[src/rtl/stall_ctrl.sv]
// rtl/stall_ctrl.sv - F/D hazard and mult/div stall sequencer with saturating stall counter
module stall_ctrl #(
  parameter int MULT_CYCLES = 5,
  parameter int DIV_CYCLES  = 10
) (
  input  logic        clk,
  input  logic        reset,
  input  logic [4:0]  rsD,
  input  logic [4:0]  rtD,
  input  logic [1:0]  tuse_rsD,
  input  logic [1:0]  tuse_rtD,
  input  logic        md_instrD,
  input  logic [4:0]  a3E,
  input  logic [1:0]  tnewE,
  input  logic [4:0]  a3M,
  input  logic [1:0]  tnewM,
  input  logic        md_startE,
  input  logic        md_is_divE,
  output logic        pc_en,
  output logic        ifid_en,
  output logic        idex_clr,
  output logic        md_busy,
  output logic [31:0] stall_cnt
);

  // Reload values are sized to the 4-bit busy counter.
  localparam logic [3:0] MULT_LOAD = 4'(MULT_CYCLES);
  localparam logic [3:0] DIV_LOAD  = 4'(DIV_CYCLES);

  logic [3:0]  busy_cnt_q, busy_cnt_d;
  logic [31:0] stall_cnt_q, stall_cnt_d;
  logic        stall_rs, stall_rt, stall_md, stall;

  // Data hazards: D needs a source earlier than the producer in E or M can forward it.
  // Register 0 is hardwired, so it never creates a dependency.
  always_comb begin
    stall_rs = 1'b0;
    stall_rt = 1'b0;
    if (rsD != 5'd0) begin
      stall_rs = ((rsD == a3E) && (tuse_rsD < tnewE)) ||
                 ((rsD == a3M) && (tuse_rsD < tnewM));
    end
    if (rtD != 5'd0) begin
      stall_rt = ((rtD == a3E) && (tuse_rtD < tnewE)) ||
                 ((rtD == a3M) && (tuse_rtD < tnewM));
    end
  end

  // MD hazard: a start in E counts as busy already, so an MD op entering D that cycle waits.
  always_comb begin
    md_busy  = (busy_cnt_q != 4'd0) || md_startE;
    stall_md = md_instrD && md_busy;
    stall    = stall_rs || stall_rt || stall_md;
  end

  // Pipeline control: hold PC and IF/ID, inject a bubble into ID/EX.
  always_comb begin
    pc_en     = !stall;
    ifid_en   = !stall;
    idex_clr  = stall;
    stall_cnt = stall_cnt_q;
  end

  // Next state: busy window reload/decrement and saturating stall count.
  // A start while still busy simply reloads; legal code never does this.
  always_comb begin
    busy_cnt_d  = busy_cnt_q;
    stall_cnt_d = stall_cnt_q;
    if (md_startE) begin
      busy_cnt_d = md_is_divE ? DIV_LOAD : MULT_LOAD;
    end else if (busy_cnt_q != 4'd0) begin
      busy_cnt_d = busy_cnt_q - 4'd1;
    end
    if (stall && (stall_cnt_q != 32'hFFFF_FFFF)) begin
      stall_cnt_d = stall_cnt_q + 32'd1;
    end
  end

  // State register; reset also aborts any in-flight mult/div window.
  always_ff @(posedge clk) begin
    if (reset) begin
      busy_cnt_q  <= 4'd0;
      stall_cnt_q <= 32'd0;
    end else begin
      busy_cnt_q  <= busy_cnt_d;
      stall_cnt_q <= stall_cnt_d;
    end
  end

endmodule

[config.mk]
export PLATFORM = sky130hd
export DESIGN_NAME = stall_ctrl
export DESIGN_NICKNAME = d
export VERILOG_FILES = /design/src/rtl/stall_ctrl.sv
export SDC_FILE = /design/constraint.sdc
export NUM_CORES = 1
export LEC_CHECK = 0
export ABC_AREA = 1
export CAP_MARGIN = 30
export CORE_MARGIN = 2
export CORE_UTILIZATION = 45
export CTS_BUF_LIST = sky130_fd_sc_hd__clkbuf_8
export DETAILED_ROUTE_END_ITERATION = 10
export DONT_BUFFER_PORTS = 1
export GPL_TIMING_DRIVEN = 0
export PLACE_DENSITY = 0.61
export SYNTH_ARGS = -nofsm -noshare
export SYNTH_HDL_FRONTEND = slang
export SYNTH_SLANG_ARGS = --single-unit
[constraint.sdc]
create_clock -name clk -period 6.09 [get_ports clk]
set_clock_uncertainty 0.2 [all_clocks]
set_input_delay 0.3045 -clock clk [delete_from_list [all_inputs] [get_ports clk]]
set_output_delay 0.3045 -clock clk [all_outputs]
set_load 0.02 [all_outputs]
### Word-level counts from Yosys, hierarchy flattened

Index checks and enable logic that the tools add are counted.

* input port bits: 33
* output and inout port bits: 36
* bits in registers: 36
* logic and storage cells: 34

* reductions and logical operators: 16
* magnitude comparators: 4
* equal/unequal tests: 5
* muxes and demuxes: 5
* add/subtract/negate cells: 2

Operator list (count)
* $add 32x1->32 const B: 1
* $ne 32x32->1 const B: 1
* $eq 5x5->1: 4
* $mux 4: 3
* $reduce_bool 5->1: 2
* $lt 2x2->1: 4
* $logic_and 1x1->1: 6
* $logic_or 1x1->1: 5
* $reduce_bool 4->1: 1
* $sub 4x1->4 const B: 1
* $mux 1: 2
* $reduce_bool 2->1: 1
* $logic_not 1->1: 1

### Logic depth before layout (Yosys ltp)

* word-level depth: 7
* gate-level depth with buffers: 15
* mapped depth without buffers: 14

### Worst setup path before layout

No wires, ideal clock.

* path kind: input port to output port
* start: input port tnewM[1]
* end: output port pc_en
* stages on the path: 12
* path buffers: 2
* required time: 5.585 ns
* slack: 3.621 ns
* arrival time: 1.965 ns
* path through: inv_1 ha_1 o21ai_0 nand2_1 nor2_1 nand2_1 nand2_1 nand2_1 nand3_1 clkbuf_1 inv_1 buf_4

* longest elaborated chain between the ends: 7
* elaborated cells between the ends (all ways): 11
* those cells by class: order compare: 2; mux: 2; reduce/logical: 7

RTL lines
* from (decl): line 16 `input logic [1:0] tnewM,`
* $lt 2x2->1 (on tied branches): line 41, 45
* $logic_and 1x1->1 (on tied branches): line 41, 45
* $logic_or 1x1->1 (on tied branches): line 40, 44
* $mux 1 (on tied branches): line 39, 43
* $logic_or 1x1->1 (*) (2 in a row): line 53 `stall = stall_rs || stall_rt || stall_md;`
* named net idex_clr: line 21 `output logic idex_clr,`
* $logic_not 1->1 (*)
* to (decl): line 19 `output logic pc_en,`

The timed path passes the listed nets; every way through them passes the cells marked *.

### Final worst setup path

* start: register busy_cnt_q[0]
* end: output port pc_en

* longest elaborated chain between the ends: 5

RTL lines
* from (decl): line 30 `logic [3:0] busy_cnt_q, busy_cnt_d;`
* from (signal assigned): line 85 `busy_cnt_q <= busy_cnt_d;`
* $reduce_bool 4->1: line 51 `md_busy = (busy_cnt_q != 4'd0) || md_startE;`
* $logic_or 1x1->1: line 51
* named net md_busy: line 22 `output logic md_busy,`
* $logic_and 1x1->1: line 52 `stall_md = md_instrD && md_busy;`
* $logic_or 1x1->1: line 53
* named net idex_clr: line 21
* $logic_not 1->1

The timed path passes the listed nets, and every way through them passes these cells.

==> out/metrics.yaml <==
outcome: "finished, final reports clean"
routedWlPerCell_microns: 12.95
grt_use_total: 0.2155
worst_hold_slack_ns: 0.04077
start_to_end_type_of_the_worst_setup_path: "flop to output pin"
ys_seq_elements: 36
layout_commonest_cell: "sky130_fd_sc_hd__nand2_1"
synth_xor_area_frac: 0.08115
worst_margin_slew_ns: 0.7621
antenna_found_initial: 0
power.net_switching_w: 0.0002809
achievable-frequency_ghz: 0.3090
core_sq_um: 6314
postSynthAreaPerCell_sq_um: 5.736
grt-ovfl-total: 0
routed_via_density: 4.982
final_cell_area_sq_um: 3142
post_cts.repair.setup_buffers: 0
rsz0062_at_grt: "no"
first_global_vias: 2782
insertedDiodeCount: 0
synth.cell_area_sq_um: 2914
ctsHtreeMaxLevel: 2
yosysUniqueCellTypes: 26
placementRows: 29
synth.yosys.warnings: 0
boundaryPins: 69
grt_first_pass_wirelength_microns: 12590
maximum_number_of_pins_on_one_net_before_global_route_repair: 13
share_seq_of_total_power: 0.457
comb_power_share: 0.251
crit_path_end_kind: "output pin"
die-height_microns: 84.47
tcrit_tclk_final: 0.5313
clock-root-buffer: "sky130_fd_sc_hd__clkbuf_8"
yosys-mux-area-fraction: 0
reg2reg_depth: 13
clk_pin_slew_ns: 0.08
drt_pre_antenna_iters: 4
synth_simple_gate_area_frac: 0.4775
gp_routability_congestion: 0.8820
critical_path.max_fanout: 10
max-slew-margin-rel: 0.4919
dpl_cell_area_sq_um: 3010
clock_power_share: 0.292
drcViolationCount: 0
layout_cells_sized_above_1: 0.04826
worst_min_path_class: "input port to flop"
drt-total-wl_microns: 7703
crit-reg2reg-launch: "stall_cnt[0]"
layout-area-overhead-vs-synth_pct: 7.814
finalPower_w: 0.0007394
post-route-min-period_ns: 3.236
clkLatencyLatePin_ns: 0.29
internal_power_w: 0.0004584
yosysSeqAreaShare: 0.2473
synth_compound_gate_area_share: 0.04294
syn-instance-count: 508
cts_num_sinks: 36
detailroute.via_count: 2964
number_of_buffers_on_the_longest_clock_path: 2
vdd_drop_max_uv: 117.9
cap_violations: 0
areal_power_density_over_the_cells_nw_per_um2: 235.3
dpl.cell_count: 585
postSynth.topFlopCell: "sky130_fd_sc_hd__dfxtp_1"
hold_viol_final: 0
drt_first_iter_violations: 131
netSwitchingFraction: 0.3800
synth_edf_count: 0
layout.cells.most_common_list: "sky130_fd_sc_hd__nand2_1 (171), sky130_fd_sc_hd__nor2_1 (81), sky130_fd_sc_hd__inv_1 (73), sky130_fd_sc_hd__nand3_1 (38), sky130_fd_sc_hd__dfxtp_1 (36)"
r2r_setup_slack_ns: 3.51
async_reset_ff_frac: 0
report.final.slew_viol_count: 0
cts_buffers: 5
setup.worst_path.start: "busy_cnt_q[0]"
syn-num-nets: 548
crit_arrival_ns: 2.73
final_hpwl_dp_microns: 6144
die-area_sq_um: 7135
main_combinational_cell_family_by_area_after_synthesis: "simple AND/OR/NAND/NOR gates"
power.leakage_nw: 1.521
worstReg2RegEnd: "stall_cnt[22]"
finalSetupViolCount: 0
clock_tree_from_tritoncts: "yes"
finalNonFillerCells: 595
yosys.area_share.adder: 0.03006
critPathLaunchType: "flop"
drt.antenna.violating_nets: 0
endpoint: "pc_en"
num-nets-final: 557
timing.critical_path.required_ns: 5.59
totalNegativeSetupSlack_ns: 0
floorplan.die.width_microns: 84.47
start_util: 0.4616
buffer_ports.inserted: 0
[state kept, by name, summed over array words and instances, names as in the netlist]
| signal | count |
|---|---|
| stall_cnt | 32 |
| busy_cnt_q | 4 |
[final cells by class]
type                            instances  area, sq um
Fill cell                             698         3172
Tap cell                               77        96.34
Clock inverter                          3        42.54
Timing Repair Buffer                    2        20.02
Multi-Input combinational cell        386         1841
Buffer                                 12        73.82
Sequential cell                        36        720.7
Inverter                               74        279.0
Clock buffer                            5        68.82
[cells in the mapped netlist, types with 4 or more instances]
| master | instances | area (sq um) |
|---|---|---|
| sky130_fd_sc_hd__nand2_1 | 171 | 641.9 |
| sky130_fd_sc_hd__nor2_1 | 81 | 304.0 |
| sky130_fd_sc_hd__inv_1 | 73 | 274.0 |
| sky130_fd_sc_hd__nand3_1 | 38 | 190.2 |
| sky130_fd_sc_hd__dfxtp_1 | 36 | 720.7 |
| sky130_fd_sc_hd__xor2_1 | 23 | 201.4 |
| sky130_fd_sc_hd__a21oi_1 | 16 | 80.08 |
| sky130_fd_sc_hd__nor3_1 | 12 | 60.06 |
| sky130_fd_sc_hd__o21ai_0 | 9 | 45.04 |
| sky130_fd_sc_hd__ha_1 | 7 | 87.58 |
| sky130_fd_sc_hd__nand3b_1 | 7 | 52.55 |
| sky130_fd_sc_hd__nand4_1 | 5 | 31.28 |
| sky130_fd_sc_hd__clkbuf_1 | 4 | 15.01 |
| sky130_fd_sc_hd__xnor2_1 | 4 | 35.03 |
[layer usage]
metal / vias to the layer above / routed length, microns / global-route usage
met3: 6 / 403 / 0.05113
met4: 0 / 63 / 0.04185
met1: 1314 / 3420 / 0.2585
met5: - / 0 / 0
met2: 72 / 3816 / 0.3932
li1: 1572 / - / -
[worst min-delay path by stage]
| stage | start | to | slack (ns) | cells past startpoint |
|---|---|---|---|---|
| global route | md_startE | busy_cnt_q[0] | 0.06 | 2 |
| detailed placement | reset | busy_cnt_q[2] | 0.28 | 3 |
| finish | md_startE | busy_cnt_q[0] | 0.04 | 2 |
| CTS | md_startE | busy_cnt_q[0] | 0.04 | 2 |
| global placement | reset | busy_cnt_q[2] | 0.28 | 3 |
| floorplan | reset | busy_cnt_q[2] | 0.26 | 3 |
[critical path: stages (launching register included)]
cell and delay (ns):
sky130_fd_sc_hd__dfxtp_1 0.36, sky130_fd_sc_hd__inv_1 0.08, sky130_fd_sc_hd__ha_1 0.19, sky130_fd_sc_hd__nand4_1 0.28, sky130_fd_sc_hd__nand2_1 0.12, sky130_fd_sc_hd__nand3_1 0.25
sky130_fd_sc_hd__clkbuf_1 0.62, sky130_fd_sc_hd__inv_1 0.29, sky130_fd_sc_hd__buf_4 0.24
[power by group through the flow]
| stage | sequential (W) | clock [W] | combinational (W) |
|---|---|---|---|
| after detailed placement | 0.000344 | 0 | 0.000184 |
| after global placement | 0.000344 | 0 | 0.000182 |
| after CTS | 0.000339 | 0.000222 | 0.000187 |
| after floorplan | 0.000331 | 0 | 0.000153 |
| final | 0.000338 | 0.000216 | 0.000186 |
| after global routing | 0.000343 | 0.000231 | 0.000216 |
[cells by family (layout without fill, tap and decap cells)]
logic type / count (synthesis) / in the layout
compound gates: 25 / 25
xor+xnor: 27 / 27
fa+ha+maj: 7 / 7
buf+inv: 86 / 96
flops: 36 / 36
simple gates: 327 / 327
[stage by stage]
step | util | worst slack [ns]
floorplan | - | 3.621
global placement | 0.4768 | 3.202
detailed placement | 0.4768 | 3.194
CTS | 0.4976 | 2.853
global route | 0.4976 | 2.698
finish | 0.4976 | 2.854
[what timing repair did]
item / in CTS / in global routing
hold endpoints to repair: 2 / 0
resized for setup: 0 / 0
hold buffers: 2 / 0
Note: power is estimated with default switching activity, not from simulation.
